## src/rtl/traffic_pkg.sv

```systemverilog
`default_nettype none
// +--------------------------------------------------------------------------+
// | traffic_pkg : shared state, selector and lamp encodings for the          |
// | traffic-light controller.                          Revision 1.0          |
// +--------------------------------------------------------------------------+
package traffic_pkg;

  typedef enum logic [2:0] {
    ST_MG     = 3'd0,
    ST_MG_EXT = 3'd1,
    ST_MY     = 3'd2,
    ST_WALK   = 3'd3,
    ST_SG     = 3'd4,
    ST_SG_EXT = 3'd5,
    ST_SY     = 3'd6
  } state_e;

  typedef enum logic [1:0] {
    IV_BASE = 2'd0,
    IV_EXT  = 2'd1,
    IV_YEL  = 2'd2
  } interval_e;

  localparam logic [1:0] SEL_BASE     = 2'b00;
  localparam logic [1:0] SEL_EXT      = 2'b01;
  localparam logic [1:0] SEL_YEL      = 2'b10;
  localparam logic [1:0] SEL_DEFAULTS = 2'b11;

  localparam logic [2:0] LIGHT_RED = 3'b100;
  localparam logic [2:0] LIGHT_YEL = 3'b010;
  localparam logic [2:0] LIGHT_GRN = 3'b001;

  function automatic interval_e interval_of(input state_e st);
    case (st)
      ST_MG, ST_SG:                       interval_of = IV_BASE;
      ST_MG_EXT, ST_SG_EXT, ST_WALK:      interval_of = IV_EXT;
      ST_MY, ST_SY:                       interval_of = IV_YEL;
      default:                            interval_of = IV_BASE;
    endcase
  endfunction

endpackage
`default_nettype wire

```

## src/rtl/traffic_light_fsm_timing_parameters.sv

```systemverilog
`default_nettype none
// +--------------------------------------------------------------------------+
// | timing_parameters : base / extended / yellow interval registers with     |
// | reprogram and default-restore logic.               Revision 1.0          |
// +--------------------------------------------------------------------------+
module timing_parameters
  import traffic_pkg::*;
#(
  parameter int TW             = 4,
  parameter int T_BASE_DEFAULT = 6,
  parameter int T_EXT_DEFAULT  = 3,
  parameter int T_YEL_DEFAULT  = 2
) (
  input  logic          clk,
  input  logic          global_reset,
  input  logic          reprogram,
  input  logic [1:0]    sel,
  input  logic [TW-1:0] value,
  input  interval_e     interval_sel,
  output logic [TW-1:0] interval,
  output logic [TW-1:0] base_next
);

  localparam logic [TW-1:0] C_BASE_DEF = TW'(T_BASE_DEFAULT);
  localparam logic [TW-1:0] C_EXT_DEF  = TW'(T_EXT_DEFAULT);
  localparam logic [TW-1:0] C_YEL_DEF  = TW'(T_YEL_DEFAULT);

  logic [TW-1:0] base_q, base_d;
  logic [TW-1:0] ext_q, ext_d;
  logic [TW-1:0] yel_q, yel_d;

  always_comb begin
    base_d = base_q;
    ext_d  = ext_q;
    yel_d  = yel_q;
    if (reprogram) begin
      // A zero interval would stall the countdown, so zero means "default"
      case (sel)
        SEL_BASE: base_d = (value == '0) ? C_BASE_DEF : value;
        SEL_EXT:  ext_d  = (value == '0) ? C_EXT_DEF  : value;
        SEL_YEL:  yel_d  = (value == '0) ? C_YEL_DEF  : value;
        default: begin
          base_d = C_BASE_DEF;
          ext_d  = C_EXT_DEF;
          yel_d  = C_YEL_DEF;
        end
      endcase
    end
  end

  always_ff @(posedge clk or posedge global_reset) begin
    if (global_reset) begin
      base_q <= C_BASE_DEF;
      ext_q  <= C_EXT_DEF;
      yel_q  <= C_YEL_DEF;
    end else begin
      base_q <= base_d;
      ext_q  <= ext_d;
      yel_q  <= yel_d;
    end
  end

  always_comb begin
    case (interval_sel)
      IV_EXT:  interval = ext_q;
      IV_YEL:  interval = yel_q;
      default: interval = base_q;
    endcase
  end

  assign base_next = base_d;

endmodule
`default_nettype wire

```

## src/rtl/traffic_light_fsm.sv

```systemverilog
`default_nettype none
// +--------------------------------------------------------------------------+
// | traffic_light_fsm : timed Moore sequencer for main/side/walk lamps with  |
// | programmable intervals and a remaining-time output. Revision 1.0         |
// +--------------------------------------------------------------------------+
module traffic_light_fsm
  import traffic_pkg::*;
#(
  parameter int TW             = 4,
  parameter int T_BASE_DEFAULT = 6,
  parameter int T_EXT_DEFAULT  = 3,
  parameter int T_YEL_DEFAULT  = 2
) (
  input  logic          clk,
  input  logic          global_reset,
  input  logic          one_hz_enable,
  input  logic          traffic_sensor_sync,
  input  logic          walk_request_sync,
  input  logic          reprogram_sync,
  input  logic [1:0]    time_parameter_selector,
  input  logic [TW-1:0] time_value,
  output logic [2:0]    main_light,
  output logic [2:0]    side_light,
  output logic          walk_light,
  output logic [TW-1:0] time_remaining
);

  state_e        state_q, state_d, state_next;
  logic [TW-1:0] counter_q, counter_d;
  logic          walk_pending_q, walk_pending_d;
  logic [2:0]    main_light_q, main_light_d;
  logic [2:0]    side_light_q, side_light_d;
  logic          walk_light_q, walk_light_d;
  logic [TW-1:0] interval;
  logic [TW-1:0] base_next;

  timing_parameters #(
    .TW             (TW),
    .T_BASE_DEFAULT (T_BASE_DEFAULT),
    .T_EXT_DEFAULT  (T_EXT_DEFAULT),
    .T_YEL_DEFAULT  (T_YEL_DEFAULT)
  ) u_timing_parameters (
    .clk          (clk),
    .global_reset (global_reset),
    .reprogram    (reprogram_sync),
    .sel          (time_parameter_selector),
    .value        (time_value),
    .interval_sel (interval_of(state_next)),
    .interval     (interval),
    .base_next    (base_next)
  );

  // Successor taken at expiry; the sensor only matters on that edge
  always_comb begin
    case (state_q)
      ST_MG:     state_next = traffic_sensor_sync ? ST_MG_EXT : ST_MY;
      ST_MG_EXT: state_next = ST_MY;
      ST_MY:     state_next = walk_pending_q ? ST_WALK : ST_SG;
      ST_WALK:   state_next = ST_SG;
      ST_SG:     state_next = traffic_sensor_sync ? ST_SG_EXT : ST_SY;
      ST_SG_EXT: state_next = ST_SY;
      default:   state_next = ST_MG;
    endcase
  end

  always_comb begin
    state_d        = state_q;
    counter_d      = counter_q;
    walk_pending_d = walk_pending_q;
    if (walk_request_sync && state_q != ST_WALK) begin
      walk_pending_d = 1'b1;
    end
    if (reprogram_sync) begin
      state_d   = ST_MG;
      counter_d = base_next;
    end else if (one_hz_enable) begin
      if (counter_q <= TW'(1)) begin
        state_d   = state_next;
        counter_d = interval;
      end else begin
        counter_d = counter_q - TW'(1);
      end
    end
    if (state_d == ST_WALK && state_q != ST_WALK) begin
      walk_pending_d = 1'b0;
    end
  end

  // Lamps are registered alongside the state so they change on the same edge
  always_comb begin
    main_light_d = LIGHT_RED;
    side_light_d = LIGHT_RED;
    walk_light_d = 1'b0;
    case (state_d)
      ST_MG, ST_MG_EXT: main_light_d = LIGHT_GRN;
      ST_MY:            main_light_d = LIGHT_YEL;
      ST_WALK:          walk_light_d = 1'b1;
      ST_SG, ST_SG_EXT: side_light_d = LIGHT_GRN;
      ST_SY:            side_light_d = LIGHT_YEL;
      default:          main_light_d = LIGHT_GRN;
    endcase
  end

  always_ff @(posedge clk or posedge global_reset) begin
    if (global_reset) begin
      state_q        <= ST_MG;
      counter_q      <= TW'(T_BASE_DEFAULT);
      walk_pending_q <= 1'b0;
      main_light_q   <= LIGHT_GRN;
      side_light_q   <= LIGHT_RED;
      walk_light_q   <= 1'b0;
    end else begin
      state_q        <= state_d;
      counter_q      <= counter_d;
      walk_pending_q <= walk_pending_d;
      main_light_q   <= main_light_d;
      side_light_q   <= side_light_d;
      walk_light_q   <= walk_light_d;
    end
  end

  assign main_light     = main_light_q;
  assign side_light     = side_light_q;
  assign walk_light     = walk_light_q;
  assign time_remaining = counter_q;

endmodule
`default_nettype wire

```

## config.mk

```make
export PLATFORM = sky130hd
export DESIGN_NAME = traffic_light_fsm
export DESIGN_NICKNAME = d
export VERILOG_FILES = /design/src/rtl/traffic_pkg.sv /design/src/rtl/traffic_light_fsm_timing_parameters.sv /design/src/rtl/traffic_light_fsm.sv
export SDC_FILE = /design/constraint.sdc
export NUM_CORES = 1
export LEC_CHECK = 0
export ABC_AREA = 0
export ABC_CLOCK_PERIOD_IN_PS = 3700
export CORE_MARGIN = 10
export CORE_UTILIZATION = 57
export DETAILED_ROUTE_END_ITERATION = 12
export HOLD_SLACK_MARGIN = 0.02
export PLACE_DENSITY = 0.94
export SYNTH_ARGS = -nofsm -noshare
export SYNTH_HDL_FRONTEND = slang
export SYNTH_SLANG_ARGS = --single-unit
```

## constraint.sdc

```tcl
create_clock -name clk -period 3.7 [get_ports clk]
set_clock_uncertainty 0.1 [all_clocks]
set_input_delay 0.555 -clock clk [delete_from_list [all_inputs] [get_ports clk]]
set_output_delay 0.555 -clock clk [all_outputs]
set_load 0.005 [all_outputs]
```

=== Yosys cells after proc, flatten, opt, wreduce, memory -nomap -nowiden ===
Cells that the tools add are included.

* Latch bits: 0
* Register bits: 27
* Input port bits: 12
* Output and inout bits: 11
* Memories: 0
* Memory bits (writable): 0
* ROM bits: 0

* Shifts and indexed selects: 0
* $mul: 0
* Eq/ne operators: 20
* $lt $le $gt $ge: 1
* Bitwise gates (word level): 2
* Add/subtract/negate cells: 1
* Muxes and demuxes: 24
* Divide/modulo/power cells: 0
* Reduce and logical (&&, ||, !) cells: 16

{| class="wikitable"
|+ Operators by type and width
! kind !! number
|-
| 4-bit one-hot mux with 2 select lines || 4
|-
| 4-bit two-way mux || 7
|-
| 3-bit == test (second input constant) || 7
|-
| 3-bit by 2-bit == test with 1-bit output (second input constant) || 6
|-
| 3-bit one-hot mux with 6 select lines || 1
|-
| 3-bit two-way mux || 4
|-
| 3-bit one-hot mux with 2 select lines || 2
|-
| 2-bit OR reduction || 5
|-
| 3-bit by 1-bit == test with 1-bit output (second input constant) || 2
|-
| 2-bit by 1-bit == test with 1-bit output (second input constant) || 2
|-
| 2-bit == test (second input constant) || 2
|-
| 4-bit by 1-bit less-or-equal comparator with 1-bit output (second input constant) || 1
|-
| 4-bit zero test || 1
|-
| 2-bit two-way mux || 2
|-
| 2-bit one-hot mux with 2 select lines || 1
|-
| 2-bit AND reduction || 2
|-
| 2-bit nonzero test || 2
|-
| 4-bit OR reduction || 1
|-
| 4-bit by 1-bit subtractor with 4-bit output (second input constant) || 1
|-
| 3-bit zero test || 1
|-
| 1-bit two-way mux || 3
|-
| 3-bit by 2-bit inequality test with 1-bit output (second input constant) || 1
|-
| 3-bit OR reduction || 1
|-
| 1-bit logical AND || 2
|-
| other kinds (2) || 3
|}

=== Longest topological paths before layout ===
Gate-level depths: netlist of the first run.

* Depth in word-level cells: 10
* Depth in mapped cells: 7

=== Hierarchy ===
A second synthesis of the first run with hierarchy kept.

* Cells, all modules: 174
* Area, all modules: 1644.1 µm²

{| class="wikitable"
|+ By module, submodules not included
! module !! instances !! cells an instance !! area an instance (µm²)
|-
| traffic_light_fsm || 1 || 97 || 915.9
|-
| timing_parameters || 1 || 77 || 728.2
|}

=== Worst setup path before layout of the first run ===
No wires, ideal clock.

* Path kind: flip-flop to flip-flop
* From: register counter_q[1] (netlist: time_remaining[1])
* To: register main_light_q[0] (netlist: main_light[0])
* Arrival: 1.735 ns
* Cell stages (with the launch flop): 8
* Data required time: 3.518 ns
* Setup time: 0.082 ns
* Buffers on the path: 0
* Period minus slack after synthesis: 1.917 ns
* Slack: 1.783 ns
* Cell sequence: dfstp_2 > inv_1 > ha_1 > nor2_2 > nand3b_4 > a2bb2oi_1 > nor4_1 > a211o_1

* Longest elaborated chain between the ends: 7
* Elaborated cells between the ends (all ways): 11
* Those cells by class: order compare: 1; eq/ne: 5; mux: 4; reduce/logical: 1

{| class="wikitable"
|+ Ends and longest elaborated chain
! item !! line !! RTL
|-
| start: declaration || traffic_light_fsm.sv:29 || <nowiki>logic [TW-1:0] counter_q, counter_d;</nowiki>
|-
| start signal: assignment || traffic_light_fsm.sv:107 || <nowiki>counter_q <= TW'(T_BASE_DEFAULT);</nowiki>
|-
| start signal: assignment || traffic_light_fsm.sv:114 || <nowiki>counter_q <= counter_d;</nowiki>
|-
| 4-bit by 1-bit less-or-equal comparator with 1-bit output * || traffic_light_fsm.sv:77 || <nowiki>if (counter_q <= TW'(1)) begin</nowiki>
|-
| 3-bit two-way mux * || traffic_light_fsm.sv:77 ||
|-
| 3-bit two-way mux * || traffic_light_fsm.sv:76 || <nowiki>end else if (one_hz_enable) begin</nowiki>
|-
| 3-bit two-way mux * || traffic_light_fsm.sv:73 || <nowiki>if (reprogram_sync) begin</nowiki>
|-
| 3-bit by 2-bit == test with 1-bit output / 3-bit == test (equally long branches) || traffic_light_fsm.sv:94 || <nowiki>case (state_d)</nowiki>
|-
| 4-bit OR reduction (no line) || - ||
|-
| 3-bit one-hot mux with 2 select lines * || traffic_light_fsm.sv:94 ||
|-
| named net main_light_d[0] || traffic_light_fsm.sv:31 || <nowiki>logic [2:0] main_light_q, main_light_d;</nowiki>
|-
| end signal: assignment || traffic_light_fsm.sv:116 || <nowiki>main_light_q <= main_light_d;</nowiki>
|-
| end: declaration || traffic_light_fsm.sv:31 ||
|}

The timed path passes the listed nets; every way through them passes the cells marked *.
A chain may end at the register's enable or synchronous reset.

=== Final worst setup path of the first run ===
Same ends and word-level chain as after synthesis.

==> results of run 1 <==
-- registers in the layout (all words and copies together) (netlist names) --
signal and flops:
u_timing_parameters.yel_q 4, walk_pending_q 1, u_timing_parameters.ext_q 4, walk_light 1
u_timing_parameters.base_q 4, side_light 3, state_q 3, time_remaining 4
main_light 3
-- placed cells by master, fill, tap and decap left out, drive strengths merged, types with 4 or more instances in the layout --
cell type / n
a21oi: 7
clkdlybuf4s50: 22
dfrtp: 18
dfstp: 9
ha: 6
inv: 12
nand2: 16
nand2b: 4
nor2: 15
nor3: 10
o21ai: 9
-- kinds of logic after synthesis --
group           Yosys count  synth area share [%]
simple gates             61                  22.7
mux                       3                  2.09
buf+inv                  16                  4.09
compound gates           41                  20.2
flops                    27                  45.9
fa+ha+maj                 6                  5.01
-- routing by layer --
metal	vias to the layer above	track usage (%)	part of all wire, %
met5	-	0	0
met3	9	3.03	6.7
met2	51	22.8	49
met4	0	4.30	1.7
li1	605	-	-
met1	617	17.5	43
-- cell type report --
cell class	instances	share of cell area [%]
multi-input cells	111	42.2
flip-flops and latches	27	38.7
repair buffers	23	12.8
inverters	12	2.54
well taps	30	2.11
clock buffers	3	1.27
clock inverters	1	0.423
-- stage by stage --
| stage | hold WS, ns | area, um^2 | cells | util (%) |
|---|---|---|---|---|
| 6_report | 0.422 | 1780 | 207 | 71.1 |
| 3_5_place_dp | 0.393 | 1750 | 203 | 69.9 |
| 3_3_place_gp | 0.376 | 1750 | 203 | 69.9 |
| 2_1_floorplan | 0.350 | 1500 | 154 | - |
| 4_1_cts | 0.417 | 1780 | 207 | 71.1 |
| 5_1_grt | 0.432 | 1780 | 207 | 71.1 |
-- where the power goes --
part	total (mW)	switching, mW	internal (mW)
combinational	0.209	0.109	0.100
clock	0.133	0.0919	0.0415
sequential	0.368	0.0346	0.333
-- how the worst max path moves through the flow --
stage	from	endpoint	slack [ns]	cells after the start
finish	time_remaining[1]	main_light[0]	1.48	7
global route	reprogram_sync	u_timing_parameters.ext_q[3]	1.30	6
CTS	time_remaining[1]	main_light[0]	1.51	7
detailed placement	time_parameter_selector[0]	time_remaining[3]	1.19	8
global placement	time_parameter_selector[0]	time_remaining[3]	1.25	8
floorplan	time_remaining[1]	main_light[0]	1.78	7
-- worst max-delay path: stages, from the launching register on --
cell	delay, ns
dfstp_2	0.57
inv_1	0.07
ha_1	0.23
nor2_2	0.17
nand3b_4	0.21
a2bb2oi_1	0.43
nor4_1	0.10
a211o_1	0.28
==> reports/qor.yml, run 1 <==
status: "completed"
portBuffers: 22
grt_max_degree: 28
fin_tns_setup_ns: 0
rsz0062_at_grt: "no"
clock_path_buffers: 2
post_cts_buffers: 0
fillerInstances: 178
setup.worst_path.class: "flop to flop"
timing.rr.start: "time_remaining[1]"
area_growth_pct: 18.6
die_w_um: 71.3
seq_area_frac_synth_pct: 45.9
avgSynthCellArea_um2: 9.73
synth_top_area_share_pct: 30.1
n_antenna_cell: 0
synth.most_common_cell: "dfrtp_1"
r2r_cells: 7
yosysWarnings: 0
regArea_um2: 687
synth_edf_count: 0
worstPathArrival_ns: 2.40
synth_fp_nets: 172
place_ws_ns: 1.19
synth.area.top_cells: "dfrtp_1, dfstp_2, ha_1"
cts_hold_buf: 0
initial_core_util_pct: 59.9
vias_per_cell: 6.19
synth_common_cells: "dfrtp_1, nand2_1, nor2_1"
multi_input_area_um2: 749
irDropWorstVdd_mv: 0.332
grt_pass1_wl_um: 5920
wl_per_cell_um: 17.2
ctsResizeCount: 0
cts_buffers: 3
drtIter0Drc: 137
path_clk_slew_ns: 0.15
hold_violations: 0
die_area_um2: 5080
antenna_found_initial: 0
layout-drive-gt1-share_pct: 13.6
syn_area_um2: 1500
synth_largest_area_cell: "dfrtp_1"
slew_headroom_pct: 34.9
setup_viol: 0
ys.flop_type: "dfrtp_1"
min_path_cells: 2
dp_hpwl_um: 2750
grt_use_total_pct: 13.8
drv_slew: 0
clockRootBuffer: "clkbuf_4"
grt_pass1_vias: 1289
setup_ws_ns: 1.48
drc_errors: 0
crit_path_end_kind: "flop"
drt_pass1_iterations: 4
cts_tree: "yes"
overflow: 0
ys_seq_elements: 27
ant_nets: 0
worstHoldEndpoint: "u_timing_parameters.base_q[1]"
cts.sinks: 27
critPathRequiredTime_ns: 3.88
dr_total_vias: 1282
async_reset_ff_share_pct: 100
globalplace.congestion: 0.935
max_freq_mhz: 451
maxCapViolCount: 0
coreArea_um2: 2500
worst_slew_pin_slew_ns: 0.976
post_synth_num_cell_types: 49
rrSetupSlack_ns: 1.48
p_total_mw: 0.710
cp_max_fo: 6
ios: 23
clk-insertion-delay-late_ns: 0.33
power_density_nw_per_um2: 400
nNetsFinal: 196
period_minus_slack_ns: 2.22
rows: 18
period_share_pct: 59.9
min_from: "u_timing_parameters.base_q[1]"
startpoint_type: "flop"
htree_levels: 1
holdCritPathClass: "flop to flop"
r2r_end: "main_light[0]"
p_leak_nw: 0.738
synthCells: 154
die_h_um: 71.3
totalWireLength_um: 3550
No activity file was read; power rests on OpenSTA's default activity.
==> inputs of run 2 (changes only) <==
--- a/config.mk
+++ b/config.mk
@@ -6,12 +6,12 @@
 export NUM_CORES = 1
 export LEC_CHECK = 0
 export ABC_AREA = 0
-export ABC_CLOCK_PERIOD_IN_PS = 3700
+export ABC_CLOCK_PERIOD_IN_PS = 1850
 export CORE_MARGIN = 10
-export CORE_UTILIZATION = 57
+export CORE_UTILIZATION = 48
 export DETAILED_ROUTE_END_ITERATION = 12
 export HOLD_SLACK_MARGIN = 0.02
-export PLACE_DENSITY = 0.94
+export PLACE_DENSITY = 0.85
 export SYNTH_ARGS = -nofsm -noshare
 export SYNTH_HDL_FRONTEND = slang
 export SYNTH_SLANG_ARGS = --single-unit
==> constraint.sdc (replaced) <==
create_clock -name clk -period 1.85 [get_ports clk]
set_clock_uncertainty 0.1 [all_clocks]
set_input_delay 0.2775 -clock clk [delete_from_list [all_inputs] [get_ports clk]]
set_output_delay 0.2775 -clock clk [all_outputs]
set_load 0.005 [all_outputs]
==> reports/qor.yml, run 2 (same netlist as run 1, synthesis figures left out) <==
totalWireLength_um: 4140
instances_no_fill: 250
multi_input_area_um2: 868
setup_ws_ns: -0.0646
worst_slew_pin_slew_ns: 0.462
layout_common_cells: "buf_4, clkdlybuf4s50_1, dfrtp_1"
period_share_pct: 103
critPathRequiredTime_ns: 1.47
maxCapViolCount: 0
die_area_um2: 5750
path_clk_slew_ns: 0.15
initial_core_util_pct: 49.5
clk-insertion-delay-late_ns: 0.34
period_minus_slack_ns: 1.91
clock_path_buffers: 2
dp_hpwl_um: 3070
cts_tree: "yes"
cts.sinks: 27
dr_total_vias: 1403
die_h_um: 75.9
max_freq_mhz: 522
r2r_cells: 7
ios: 23
r2r_end: "main_light[0]"
portBuffers: 22
netSwitchingFraction_pct: 34.1
antenna_found_initial: 0
n_antenna_cell: 0
p_leak_nw: 0.926
path_cells: "clkdlybuf4s50_1"
setup_viol: 7
drv_slew: 0
crit_cells: 1
coreArea_um2: 3030
drtIter0Drc: 169
grt_pass1_wl_um: 6680
globalplace.congestion: 0.894
holdCritPathClass: "primary input to asynchronous set/reset pin"
htree_levels: 1
violations: "negative setup slack"
ant_nets: 0
p_total_mw: 1.67
clockRootBuffer: "clkbuf_4"
wl_per_cell_um: 16.6
mostFrequentLayoutCell: "buf_4"
drc_errors: 0
power_switching_mw: 0.569
cp_slowest_stage_delay_ns: 0.60
layout-drive-gt1-share_pct: 31.6
overflow: 0
cts_hold_buf: 0
startpoint_type: "flop"
irDropWorstVdd_mv: 0.355
setup.worst_path.class: "flop to primary output"
regArea_um2: 687
rsz0062_at_grt: "yes"
internal-power_mw: 1.10
place_inst: 239
grt_use_total_pct: 15.2
vias_per_cell: 5.61
hold_violations: 0
power.share.sequential_pct: 44.1
cp_max_fo: 6
crit_path_end_kind: "primary output"
startpoint: "time_remaining[3]"
nNetsFinal: 225
power_frac_comb_pct: 39.8
cpLargestDelayFamily: "flip-flops"
cts_buffers: 3
rrSetupSlack_ns: -0.06
path_buf_inv: 1
power_density_nw_per_um2: 778
worstPathArrival_ns: 1.54
grt_max_degree: 28
clockPowerShare_pct: 16.2
slew_headroom_pct: 68.9
cp_slowest_cell: "dfrtp_1"
area_growth_pct: 43.0
die_w_um: 75.9
drt_pass1_iterations: 4
rows: 20
timing.rr.start: "time_remaining[1]"
fillerInstances: 230
status: "complete, but fails checks"
grt_pass1_vias: 1412
[run 2: changes by cell type in the layout (fill, tap and decap cells not counted), moves of 2 or more]
cell             before  now
nor3_4                0    2
buf_4                 1   28
ha_4                  0    2
nor3_1                9    7
nor2_4                1    3
ha_1                  6    4
o21ai_0               9    7
buf_6                 0    2
clkdlybuf4s50_1      22   20
[run 2: final cells by class]
type	count	area share, %
Tap cell	44	2.57
Clock buffer	3	1.05
Multi-Input combinational cell	111	40.5
Sequential cell	27	32.1
Inverter	12	2.22
Timing Repair Buffer	52	21.2
Clock inverter	1	0.350
[run 2: stage by stage]
step,util [%],setup TNS (ns),setup slack [ns],area [um^2],hold WS (ns)
after floorplan,-,0,0.0115,1530,0.224
after global placement,64.8,-1.43,-0.243,1960,0.375
after detailed placement,64.8,-2.46,-0.310,1960,0.388
after CTS,67.0,-0.0783,-0.0241,2030,0.180
after global routing,70.7,-0.868,-0.136,2140,0.223
final,70.7,-0.230,-0.0646,2140,0.158
[run 2: worst max path at each step]
stage                                    to  slack, ns
after global routing          main_light[0]      -0.14
after CTS                     main_light[0]      -0.02
final                     time_remaining[3]      -0.06
after detailed placement  time_remaining[3]      -0.31
after global placement    time_remaining[3]      -0.24
after floorplan              walk_pending_q       0.01
[run 2: repair_timing]
item,in CTS,in global routing
setup buffers,3,4
pin swaps,4,5
endpoints found under the setup margin,8,14
hold endpoints to repair,0,0
resized for setup,5,16
[run 2: power by group through the flow]
| stage | combinational [mW] | sequential (mW) | clock (mW) |
|---|---|---|---|
| 4_1_cts | 0.572 | 0.723 | 0.267 |
| 6_report | 0.662 | 0.734 | 0.270 |
| 5_1_grt | 0.712 | 0.740 | 0.292 |
| 2_1_floorplan | 0.291 | 0.732 | 0 |
| 3_5_place_dp | 0.526 | 0.745 | 0 |
| 3_3_place_gp | 0.505 | 0.741 | 0 |
[run 2: metal layers]
metal	track usage, %	part of all wire (%)	vias up
met5	0	0	-
met4	5.36	1.5	0
met3	2.73	5.5	7
met2	27.5	52	48
met1	17.4	41	685
li1	-	-	663
==> inputs of run 3 (changes only) <==
--- a/config.mk
+++ b/config.mk
@@ -7,11 +7,11 @@
 export LEC_CHECK = 0
 export ABC_AREA = 0
 export ABC_CLOCK_PERIOD_IN_PS = 1850
-export CORE_MARGIN = 10
-export CORE_UTILIZATION = 48
+export CORE_UTILIZATION = 50
+export CTS_BUF_LIST = sky130_fd_sc_hd__clkbuf_4
 export DETAILED_ROUTE_END_ITERATION = 12
 export HOLD_SLACK_MARGIN = 0.02
-export PLACE_DENSITY = 0.85
+export PLACE_DENSITY = 0.88
 export SYNTH_ARGS = -nofsm -noshare
 export SYNTH_HDL_FRONTEND = slang
 export SYNTH_SLANG_ARGS = --single-unit
==> reports/qor.yml, run 3 (same netlist as run 1, synthesis figures left out) <==
internal-power_mw: 1.13
die_h_um: 56.7
max_freq_mhz: 512
met1_usage_pct: 32.1
area_growth_pct: 45.9
globalplace.congestion: 0.910
drv_slew: 0
clk-insertion-delay-late_ns: 0.34
crit_path_end_kind: "flop"
worstPathArrival_ns: 2.07
ant_nets: 0
worst_slew_pin_slew_ns: 0.460
mostFrequentLayoutCell: "buf_4"
grt_pass1_vias: 1449
holdCritPathClass: "primary input to asynchronous set/reset pin"
grt.met3_usage_pct: 5.07
dr_total_vias: 1469
n_antenna_cell: 0
grt_max_degree: 28
portBuffers: 22
dp_hpwl_um: 2890
clockRootBuffer: "clkbuf_4"
cts.sinks: 27
setup_viol: 7
whs_ns: 0.165
die_w_um: 56.7
slew_headroom_pct: 69.1
overflow: 0
setup_ws_ns: -0.103
violations: "design-rule violations, negative setup slack"
cts_hold_buf: 0
status: "complete, but fails checks"
grt_pass1_wl_um: 6510
totalWireLength_um: 4090
fillerInstances: 170
period_share_pct: 106
ios: 23
path_clk_slew_ns: 0.16
maxCapViolCount: 0
antenna_found_initial: 0
cts_tree: "yes"
drtIter0Drc: 83
grt_use_met2_pct: 44.4
setup.worst_path.class: "flop to flop"
drt_pass1_iterations: 8
period_minus_slack_ns: 1.95
power_switching_mw: 0.582
busiest_layer: "met2"
startpoint_type: "flop"
wl_per_cell_um: 16.9
initial_core_util_pct: 53.4
netSwitchingFraction_pct: 34.0
power.share.sequential_pct: 43.2
layout_common_cells: "buf_4, clkdlybuf4s50_1, nand2_1"
drc_errors: 5
p_leak_nw: 0.938
rows: 19
nNetsFinal: 230
power_frac_comb_pct: 41.4
rsz0062_at_grt: "yes"
critPathRequiredTime_ns: 1.96
die_area_um2: 3220
layout-drive-gt1-share_pct: 36.5
hold_violations: 0
vias_per_cell: 6.07
irDropWorstVdd_mv: 0.501
cts_buffers: 3
power_density_nw_per_um2: 783
clockPowerShare_pct: 15.4
htree_levels: 1
grt_use_total_pct: 26.7
cp_max_fo: 3
coreArea_um2: 2810
clock_path_buffers: 2
fin_util_pct: 77.9
run 3: metal layers:
layer,part of all wire [%],vias to the layer above
met2,53,65
li1,-,675
met1,40,711
met3,4.4,18
met4,3.4,0
met5,0,-
run 3: path summary, 6_finish.rpt:
path                                               from                           end  slack [ns]  cells past startpoint
min in group clk           u_timing_parameters.yel_q[0]  u_timing_parameters.yel_q[0]        0.42                      2
min reg2reg                u_timing_parameters.yel_q[0]  u_timing_parameters.yel_q[0]        0.42                      2
min                                        global_reset                 side_light[1]        0.16                      3
max in group asynchronous                  global_reset  u_timing_parameters.ext_q[1]        1.17                      3
max reg2reg                           time_remaining[1]             time_remaining[3]       -0.10                      8
max                                   time_remaining[1]             time_remaining[3]       -0.10                      8
run 3: area by class of cell:
class,instances,area (um^2),area share (%)
Clock inverter,1,7.51,0.344
Multi-Input combinational cell,111,888,40.7
Tap cell,31,38.8,1.78
Clock buffer,3,22.5,1.03
Inverter,12,47.5,2.18
Sequential cell,27,691,31.6
Timing Repair Buffer,57,489,22.4
run 3: power by group through the flow:
stage          clock, mW  sequential (mW)  combinational, mW
6_report           0.264            0.738              0.708
5_1_grt            0.292            0.746              0.763
4_1_cts            0.267            0.730              0.606
3_5_place_dp           0            0.745              0.544
3_3_place_gp           0            0.740              0.515
2_1_floorplan          0            0.732              0.291
run 3: what timing repair did:
action / CTS / global route
setup buffers: 2 / 4
pin swaps: 6 / 6
resized for setup: 11 / 15
setup endpoints to repair: 10 / 11
cloned: 0 / 0
run 3: worst max-delay path, stage by stage (launching register included):
cell and delay, ns:
dfstp_2 0.58, inv_4 0.05, ha_4 0.16, nor2_4 0.15, buf_4 0.14, nor3_4 0.04, o32a_1 0.35, o22ai_1 0.18
nor2_1 0.09
run 3: through the flow:
step	setup WS, ns	power [mW]	area [um^2]	TNS [ns]	cells
final	-0.103	1.71	2180	-0.365	242
after global routing	-0.190	1.80	2180	-0.910	242
after floorplan	0.0115	1.02	1530	0	154
after CTS	-0.0351	1.60	2080	-0.161	238
after detailed placement	-0.360	1.29	1990	-2.06	232
after global placement	-0.228	1.25	1990	-1.08	232
